$ cat src/rtl/prog_patt_det_if.sv
// Bit-stream and configuration bundle for the programmable pattern detector.
// master = bit source / config host, slave = detector.
interface prog_patt_det_if #(
   parameter int MAX_BITS = 8,
   parameter int CNT_W    = 8,
   parameter int LEN_W    = $clog2(MAX_BITS + 1)
);
   logic                valid;
   logic                data;
   logic                cfg_load;
   logic [MAX_BITS-1:0] cfg_pattern;
   logic [LEN_W-1:0]    cfg_len;
   logic                cfg_overlap;
   logic                detect;
   logic [CNT_W-1:0]    match_cnt;
   logic [1:0]          state;
   logic                cfg_err;

   modport master (
      output valid, data, cfg_load, cfg_pattern, cfg_len, cfg_overlap,
      input  detect, match_cnt, state, cfg_err
   );

   modport slave (
      input  valid, data, cfg_load, cfg_pattern, cfg_len, cfg_overlap,
      output detect, match_cnt, state, cfg_err
   );
endinterface

$ cat src/rtl/prog_patt_det.sv
// Programmable serial pattern detector: run-time pattern/length/overlap,
// registered one-cycle detect pulse, saturating match counter, config-error pulse.
module prog_patt_det #(
   parameter int MAX_BITS = 8,
   parameter int CNT_W    = 8,
   parameter int LEN_W    = $clog2(MAX_BITS + 1)
) (
   input  logic             clk,
   input  logic             rstn,
   prog_patt_det_if.slave   bus
);

   typedef enum logic [1:0] {
      IDLE = 2'd0,
      FILL = 2'd1,
      HUNT = 2'd2
   } state_t;

   state_t              st_q, st_n;
   logic [MAX_BITS-1:0] sr_q, sr_n;
   logic [MAX_BITS-1:0] pat_q, pat_n;
   logic [LEN_W-1:0]    len_q, len_n;
   logic                ovl_q, ovl_n;
   logic [LEN_W-1:0]    fill_q, fill_n;
   logic [CNT_W-1:0]    cnt_q, cnt_n;
   logic                det_q, det_n;
   logic                err_q, err_n;

   logic [MAX_BITS-1:0] sr_shift;
   logic [MAX_BITS-1:0] mask;
   logic [LEN_W-1:0]    fill_inc;
   logic                cfg_legal;
   logic                hit;

   // Datapath helpers: shifted history, length mask and match decision.
   always_comb begin
      mask      = '0;
      sr_shift  = {sr_q[MAX_BITS-2:0], bus.data};
      cfg_legal = (bus.cfg_len != '0) && (bus.cfg_len <= LEN_W'(MAX_BITS));
      fill_inc  = (fill_q < len_q) ? fill_q + LEN_W'(1) : fill_q;
      for (int unsigned i = 0; i < MAX_BITS; i++)
         mask[i] = (i < 32'(len_q));
      hit = (((sr_shift ^ pat_q) & mask) == '0) && (fill_inc >= len_q);
   end

   // Next-state logic; a config load takes priority over the data bit on the same edge.
   always_comb begin
      st_n   = st_q;
      sr_n   = sr_q;
      pat_n  = pat_q;
      len_n  = len_q;
      ovl_n  = ovl_q;
      fill_n = fill_q;
      cnt_n  = cnt_q;
      det_n  = 1'b0;
      err_n  = 1'b0;
      if (bus.cfg_load) begin
         if (cfg_legal) begin
            pat_n  = bus.cfg_pattern;
            len_n  = bus.cfg_len;
            ovl_n  = bus.cfg_overlap;
            sr_n   = '0;
            fill_n = '0;
            cnt_n  = '0;
            st_n   = FILL;
         end else begin
            err_n = 1'b1;
         end
      end else if (bus.valid && (st_q != IDLE)) begin
         sr_n   = sr_shift;
         fill_n = fill_inc;
         if (hit) begin
            det_n = 1'b1;
            if (cnt_q != '1)
               cnt_n = cnt_q + CNT_W'(1);
            // Non-overlapping: restart collection so the next match needs len fresh bits.
            if (ovl_q) begin
               st_n = HUNT;
            end else begin
               st_n   = FILL;
               fill_n = '0;
               sr_n   = '0;
            end
         end else if (fill_inc >= len_q) begin
            st_n = HUNT;
         end
      end
   end

   // State and output registers.
   always_ff @(posedge clk or negedge rstn) begin
      if (!rstn) begin
         st_q   <= IDLE;
         sr_q   <= '0;
         pat_q  <= '0;
         len_q  <= '0;
         ovl_q  <= 1'b0;
         fill_q <= '0;
         cnt_q  <= '0;
         det_q  <= 1'b0;
         err_q  <= 1'b0;
      end else begin
         st_q   <= st_n;
         sr_q   <= sr_n;
         pat_q  <= pat_n;
         len_q  <= len_n;
         ovl_q  <= ovl_n;
         fill_q <= fill_n;
         cnt_q  <= cnt_n;
         det_q  <= det_n;
         err_q  <= err_n;
      end
   end

   assign bus.detect    = det_q;
   assign bus.match_cnt = cnt_q;
   assign bus.state     = st_q;
   assign bus.cfg_err   = err_q;

endmodule

$ cat src/flat_wrapper.sv
// flat-port wrapper written by rule: the top's interface ports become plain ports
module prog_patt_det_flat 
#(
   parameter int MAX_BITS = 8,
   parameter int CNT_W    = 8,
   parameter int LEN_W    = $clog2(MAX_BITS + 1)
)
  (clk, rstn, bus_valid, bus_data, bus_cfg_load, bus_cfg_pattern, bus_cfg_len, bus_cfg_overlap, bus_detect, bus_match_cnt, bus_state, bus_cfg_err);
  prog_patt_det_if #(.MAX_BITS(MAX_BITS), .CNT_W(CNT_W), .LEN_W(LEN_W)) bus_i ();
  input  logic clk;
  input  logic rstn;
  input wire logic [$bits(bus_i.valid)-1:0] bus_valid;
  input wire logic [$bits(bus_i.data)-1:0] bus_data;
  input wire logic [$bits(bus_i.cfg_load)-1:0] bus_cfg_load;
  input wire logic [$bits(bus_i.cfg_pattern)-1:0] bus_cfg_pattern;
  input wire logic [$bits(bus_i.cfg_len)-1:0] bus_cfg_len;
  input wire logic [$bits(bus_i.cfg_overlap)-1:0] bus_cfg_overlap;
  output wire logic [$bits(bus_i.detect)-1:0] bus_detect;
  output wire logic [$bits(bus_i.match_cnt)-1:0] bus_match_cnt;
  output wire logic [$bits(bus_i.state)-1:0] bus_state;
  output wire logic [$bits(bus_i.cfg_err)-1:0] bus_cfg_err;
  assign bus_i.valid = bus_valid;
  assign bus_i.data = bus_data;
  assign bus_i.cfg_load = bus_cfg_load;
  assign bus_i.cfg_pattern = bus_cfg_pattern;
  assign bus_i.cfg_len = bus_cfg_len;
  assign bus_i.cfg_overlap = bus_cfg_overlap;
  assign bus_detect = bus_i.detect;
  assign bus_match_cnt = bus_i.match_cnt;
  assign bus_state = bus_i.state;
  assign bus_cfg_err = bus_i.cfg_err;
  prog_patt_det #(.MAX_BITS(MAX_BITS), .CNT_W(CNT_W), .LEN_W(LEN_W)) u_core (.clk(clk), .rstn(rstn), .bus(bus_i));
endmodule
$ cat config.mk
export PLATFORM = sky130hd
export DESIGN_NAME = prog_patt_det_flat
export DESIGN_NICKNAME = d
export VERILOG_FILES = /design/src/rtl/prog_patt_det_if.sv /design/src/rtl/prog_patt_det.sv /design/src/flat_wrapper.sv
export SDC_FILE = /design/constraint.sdc
export NUM_CORES = 1
export LEC_CHECK = 0
export CAP_MARGIN = 15
export CORE_MARGIN = 2
export CORE_UTILIZATION = 53
export CTS_CLUSTER_DIAMETER = 150
export DETAILED_ROUTE_END_ITERATION = 16
export PLACE_DENSITY = 0.79
export SYNTH_ARGS = -nofsm -noshare
export SYNTH_HDL_FRONTEND = slang
export SYNTH_SLANG_ARGS = --single-unit
$ cat constraint.sdc
create_clock -name clk -period 4.4 [get_ports clk]
set_input_delay 1.32 -clock clk [delete_from_list [all_inputs] [get_ports clk]]
set_output_delay 1.32 -clock clk [all_outputs]
set_load 0.02 [all_outputs]
# [Word-level counts from Yosys, hierarchy flattened]
# Index checks and enable logic that the tools add are counted.
[totals] regBits=36 word_cells=66 out_inout_bits=12 in_bits=18
[classes] n_addsub=2 bitwise_logic=2 n_mux=26 eq_ne=2 reduce_logical=14 order_cmp=11
[op_table] cell="two-way mux 8 bit" n=5
[op_table] cell="two-way mux 7 bit" n=4
[op_table] cell="two-way mux 4 bit" n=6
[op_table] cell="< comparator 3 x 4 -> 1 bit (first input constant)" n=4
[op_table] cell="two-way mux 2 bit" n=6
[op_table] cell="adder 8 x 1 -> 8 bit (second input constant)" n=1
[op_table] cell="AND 8 bit" n=1
[op_table] cell="zero test 8 bit" n=1
[op_table] cell="< comparator 1 x 4 -> 1 bit (first input constant)" n=2
[op_table] cell="< comparator 2 x 4 -> 1 bit (first input constant)" n=2
[op_table] cell="!= test 8 bit (second input constant)" n=1
[op_table] cell="nonzero test 2 bit" n=4
[op_table] cell="bitwise XOR 8 bit" n=1
[op_table] cell="two-way mux 1 bit" n=5
[op_table] cell="adder 4 x 1 -> 4 bit (second input constant)" n=1
[op_table] cell=">= comparator 4 bit" n=1
[op_table] cell="less-or-equal comparator 4 bit (second input constant)" n=1
[op_table] cell="< comparator 4 bit" n=1
[op_table] cell="AND reduction 2 bit" n=2
[op_table] cell="AND reduction 4 bit" n=1
[op_table] cell="nonzero test 4 bit" n=1
[op_table] cell="logical AND 1 bit" n=3
[op_table] cell="AND reduction 3 bit" n=1
[op_table] cell="nonzero test 3 bit" n=1
[op_table] cell="!= test 2 x 1 -> 1 bit (second input constant)" n=1

# [Depth between registers and ports, before layout]
[logic_depth] depth_word=7 depth_mapped=14 mapped_depth_nobuf=13

# [Worst setup path after synthesis]
# No wires, ideal clock.
[synth_path] path_type="register -> register" from="reg u_core.len_q[3]" to="reg u_core.sr_q[3]" required_ns=4.317 t_arrival_ns=2.975 synth_period_minus_slack_ns=3.057 path_buffers=1 slack_ns=1.343 path_stages_with_launch=13 setup_ns=0.083 cell_sequence="dfrtp_1 inv_1 ha_1 nand2_1 o21ai_1 mux2_2 ha_1 a2111oi_0 nor3_1 a41oi_1 buf_2 nand2_1 o21ai_0"
[synth_between] elab_chain_len=7 elab_cells_between_ends=17 cone_classes="order compare: 10; mux: 4; bitwise: 1; reduce/logical: 2"
[synth_lines] item="start, declared" line="prog_patt_det.sv:22" rtl="logic [LEN_W-1:0] len_q, len_n;"
[synth_lines] item="start signal, assigned" line="prog_patt_det.sv:106" rtl="len_q <= len_n;"
[synth_lines] item="< comparator 4 bit (tied with other cells)" line="prog_patt_det.sv:40" rtl="fill_inc = (fill_q < len_q) ? fill_q + LEN_W'(1) : fill_q;"
[synth_lines] item="two-way mux 4 bit / AND 8 bit (equally long branches)" line="prog_patt_det.sv:40, prog_patt_det.sv:43"
[synth_lines] item=">= comparator 4 bit / zero test 8 bit (equally long branches)" line="prog_patt_det.sv:43" rtl="hit = (((sr_shift ^ pat_q) & mask) == '0) && (fill_inc >= len_q);"
[synth_lines] item="logical AND 1 bit *" line="prog_patt_det.sv:43"
[synth_lines] item="two-way mux 7 bit *" line="prog_patt_det.sv:72" rtl="if (hit) begin"
[synth_lines] item="two-way mux 7 bit *" line="prog_patt_det.sv:69" rtl="end else if (bus.valid && (st_q != IDLE)) begin"
[synth_lines] item="two-way mux 7 bit *" line="prog_patt_det.sv:57" rtl="if (bus.cfg_load) begin"
[synth_lines] item="end signal, assigned" line="prog_patt_det.sv:104" rtl="sr_q <= sr_n;"
[synth_lines] item="end, declared" line="prog_patt_det.sv:20" rtl="logic [MAX_BITS-1:0] sr_q, sr_n;"
# Mark *: on every way between the ends. The rest lies on a longest branch, timed or not. The select of a mux whose other input is x is not followed.
# A chain may end at the register's enable or synchronous reset.

# [Final worst setup path]
[layout_path] from="reg u_core.len_q[3]" to="reg u_core.cnt_q[7], in the netlist u_core.bus.match_cnt[7]"
[layout_between] elab_chain_len=6 elab_cells_between_ends=16 cone_classes="order compare: 10; mux: 1; bitwise: 1; reduce/logical: 4"
[layout_lines] item="< comparator 4 bit (tied with other cells)" line="prog_patt_det.sv:40"
[layout_lines] item="two-way mux 4 bit / AND 8 bit (equally long branches)" line="prog_patt_det.sv:40, prog_patt_det.sv:43"
[layout_lines] item=">= comparator 4 bit / zero test 8 bit (equally long branches)" line="prog_patt_det.sv:43"
[layout_lines] item="logical AND 1 bit *" line="prog_patt_det.sv:43"
[layout_lines] item="nonzero test 2 bit (no line) *"
[layout_lines] item="AND reduction 4 bit (no line) *"
[layout_lines] item="end signal, assigned" line="prog_patt_det.sv:109" rtl="cnt_q <= cnt_n;"
[layout_lines] item="end, declared" line="prog_patt_det.sv:25" rtl="logic [CNT_W-1:0] cnt_q, cnt_n;"
# Mark *: on every way between the ends. The rest lies on a longest branch, timed or not.

==> metrics.cfg <==
[critical_path]
critPathArrivalTime_ps=3840
crit_family=simple AND/OR/NAND/NOR gates
crit_type=reg2reg
reg2regPathDepth=11
r2r-start=u_core.len_q[3]
critPathMaxStageDelay_ps=460
slowest_stage=dfrtp_1
worst-path-buf-inv=1
critPathLaunchType=register
cp.required_ps=4640
end_kind=register
cp_cell_sequence=inv_1 > ha_1 > nand2_1 > o21ai_1 > mux2_2 > ha_1 > a2111oi_0 > nor3_1 > nand2_1 > or2_1 > a32o_1
path_max_fanout=8
timing.rr.end=u_core.bus.match_cnt[7]
reg2reg_slack_ps=800

[cts]
holdBufCountCts=0
cts_tree=yes
root_buffer=clkbuf_4
cts.repair.resized=0
clk_pin_slew_ps=110
cts-htree-levels=2
post_cts_buffers=0
cts_made_buffers=5
insertion_delay_ps=340
cts_sinks=36
cts_max_path_buffers=2

[finish]
multi_input_area_um2=972
nets=247
insertedDiodeCount=0
fillers=277
syn2layout_area_growth_pct=21.2
drive_gt1_frac=0.127
seqCellArea_um2=901
stdcell_area_mm2=0.00235

[sta]
rsz0062_at_grt=no
hold_viol=0
setup_viol=0
setup_tns_ps=0
fmax_mhz=278
worstMarginPinSlew_ps=596
whs_ps=509
finalCritPeriodShare=0.818
slew_headroom=0.602
period_needed_ps=3600
drv_slew=0
clock_skew_ps=3.43

[detailed_routing]
drcViolationCount=0
drtIter0Drc=97
avgRoutedWirePerCell_um=15.3
drtPass1Iterations=4
via_per_inst=5.96
postRouteAntennaNets=0
via_count=1591
wl_um=4090

[die]
chipWidth_um=64.4
core.rowCount=21
coreArea_mm2=0.00342
io_pins=30
initial_core_util=0.567
die_y_um=64.4
die_area_mm2=0.00415

[synthesis]
syn_area_per_cell_um2=10.3
synth_area_leaders=dfrtp_1 47%, mux2_2 8.1%, ha_1 5.8%, nand2_1 4.3%, xnor2_1 3.2%
synth_top_cell_area_share=0.465
synth_cell_types=40
yosysWarnings=0
synthesis.nets=215
yosysMostFrequentCell=dfrtp_1
async_flop_share=1.00
synthTopCellsByCount=36 x dfrtp_1, 22 x nand2_1, 14 x mux2_2
synth_seq_cells=36
synth_area_mm2=0.00194
syn_inst=188
synth_flop_cell=dfrtp_1
synth_edf_count=0
synth_seq_area_share=0.465
synth_area_leader_cell=dfrtp_1

[status]
status=complete, no violations

[min_path]
whs_endpoint=u_core.sr_q[6]
hold_path_class=reg2reg
hold_depth=2
hold_start=u_core.sr_q[6]

[global_routing]
antenna_found_initial=0
grt_max_degree=37
grtUsageTotal=0.219
grt_pass1_vias=1548
grt_pass1_wl_um=7060
grt_overflow=0

[power_and_ir_drop]
vdd_drop_max_uv=283
powerDensity_mw_per_mm2=428
leakage_nw=1.01

[run]
cap_viol_max_count=0

[placed_design]
place_area_mm2=0.00227
place_congestion=0.950
dpl.hpwl_um=2960
io_buffers=29

## worst register-to-register path, delay by kind of cell (launching register included)
kind / cells / cell delay (ps)
AOI/OAI and AO/OA: 3 / 810
adders and majority gates: 2 / 590
buffers and inverters: 1 / 120
DFF: 1 / 460
muxes: 1 / 410
and+or+nand+nor: 4 / 1120
## sequential cells by signal (all words and copies together), names as in the netlist
register and flops:
u_core.sr_q 7, u_core.ovl_q 1, u_core.len_q 4, u_core.bus.match_cnt 8
u_core.bus.cfg_err 1, u_core.bus.state 2, u_core.fill_q 4, u_core.pat_q 8
u_core.bus.detect 1
## metrics by stage
stage          utilization  setup slack, ps  total power [mW]  cells
6_report             0.687              803              1.00    267
5_1_grt              0.687              466              1.08    267
4_1_cts              0.687              846              1.01    267
3_5_place_dp         0.664              662             0.778    259
3_3_place_gp         0.664              640             0.763    259
2_1_floorplan            -             1340             0.664    188
## logic make-up (layout without fill, tap and decap cells)
logic type	after synthesis	count (layout)	share of synthesized area
adders and majority gates	9	9	0.0582
buffers and inverters	14	47	0.0323
and+or+nand+nor	53	53	0.123
muxes	16	16	0.0918
xor gates and xnor gates	12	12	0.0543
DFF	36	36	0.465
AOI/OAI and AO/OA	48	48	0.175
## placed cells by master, fill, tap and decap left out, drive strengths merged, types with 2 or more instances in the layout
cell           count
clkdlybuf4s50     29
nand2             22
nand2b             2
nand3              8
mux2i              2
a22o               4
nor3               5
a31oi              2
o31ai              4
clkbuf             6
buf                3
xor2               5
mux2              14
or2                2
o211ai             2
inv                7
ha                 9
xnor2              7
o21ai             13
dfrtp             36
a21oi              6
o311ai             5
o41ai              4
nor2              11
## report_power, final
part           internal, mW  switching (mW)
Combinational         0.161           0.172
Sequential            0.382          0.0596
Clock                 0.119           0.111
## area by class of cell
class / instances / share of cell area
clock buffer: 6 / 0.0176
clock inverter: 2 / 0.0149
inverter: 7 / 0.0112
multi-input combinational: 138 / 0.414
sequential: 36 / 0.384
tap: 46 / 0.0245
timing repair buffer: 32 / 0.133
## routing by layer
layer | vias up | share of wire | GRT usage
li1 | 754 | - | -
met1 | 781 | 0.46 | 0.287
met2 | 50 | 0.48 | 0.358
met3 | 6 | 0.055 | 0.0642
met4 | 0 | 0.0078 | 0.0585
met5 | - | 0 | 0
## worst max path at each step
stage	slack, ps	from	endpoint	depth (start not counted)
after floorplan	1340	u_core.len_q[3]	u_core.sr_q[3]	12
after global placement	640	bus_cfg_load	u_core.bus.match_cnt[7]	7
after detailed placement	660	bus_cfg_load	u_core.bus.match_cnt[7]	7
after CTS	850	u_core.len_q[3]	u_core.bus.match_cnt[1]	11
after global routing	470	u_core.len_q[3]	u_core.bus.match_cnt[1]	11
final	800	u_core.len_q[3]	u_core.bus.match_cnt[7]	11
(Power assumes the default switching activity.)
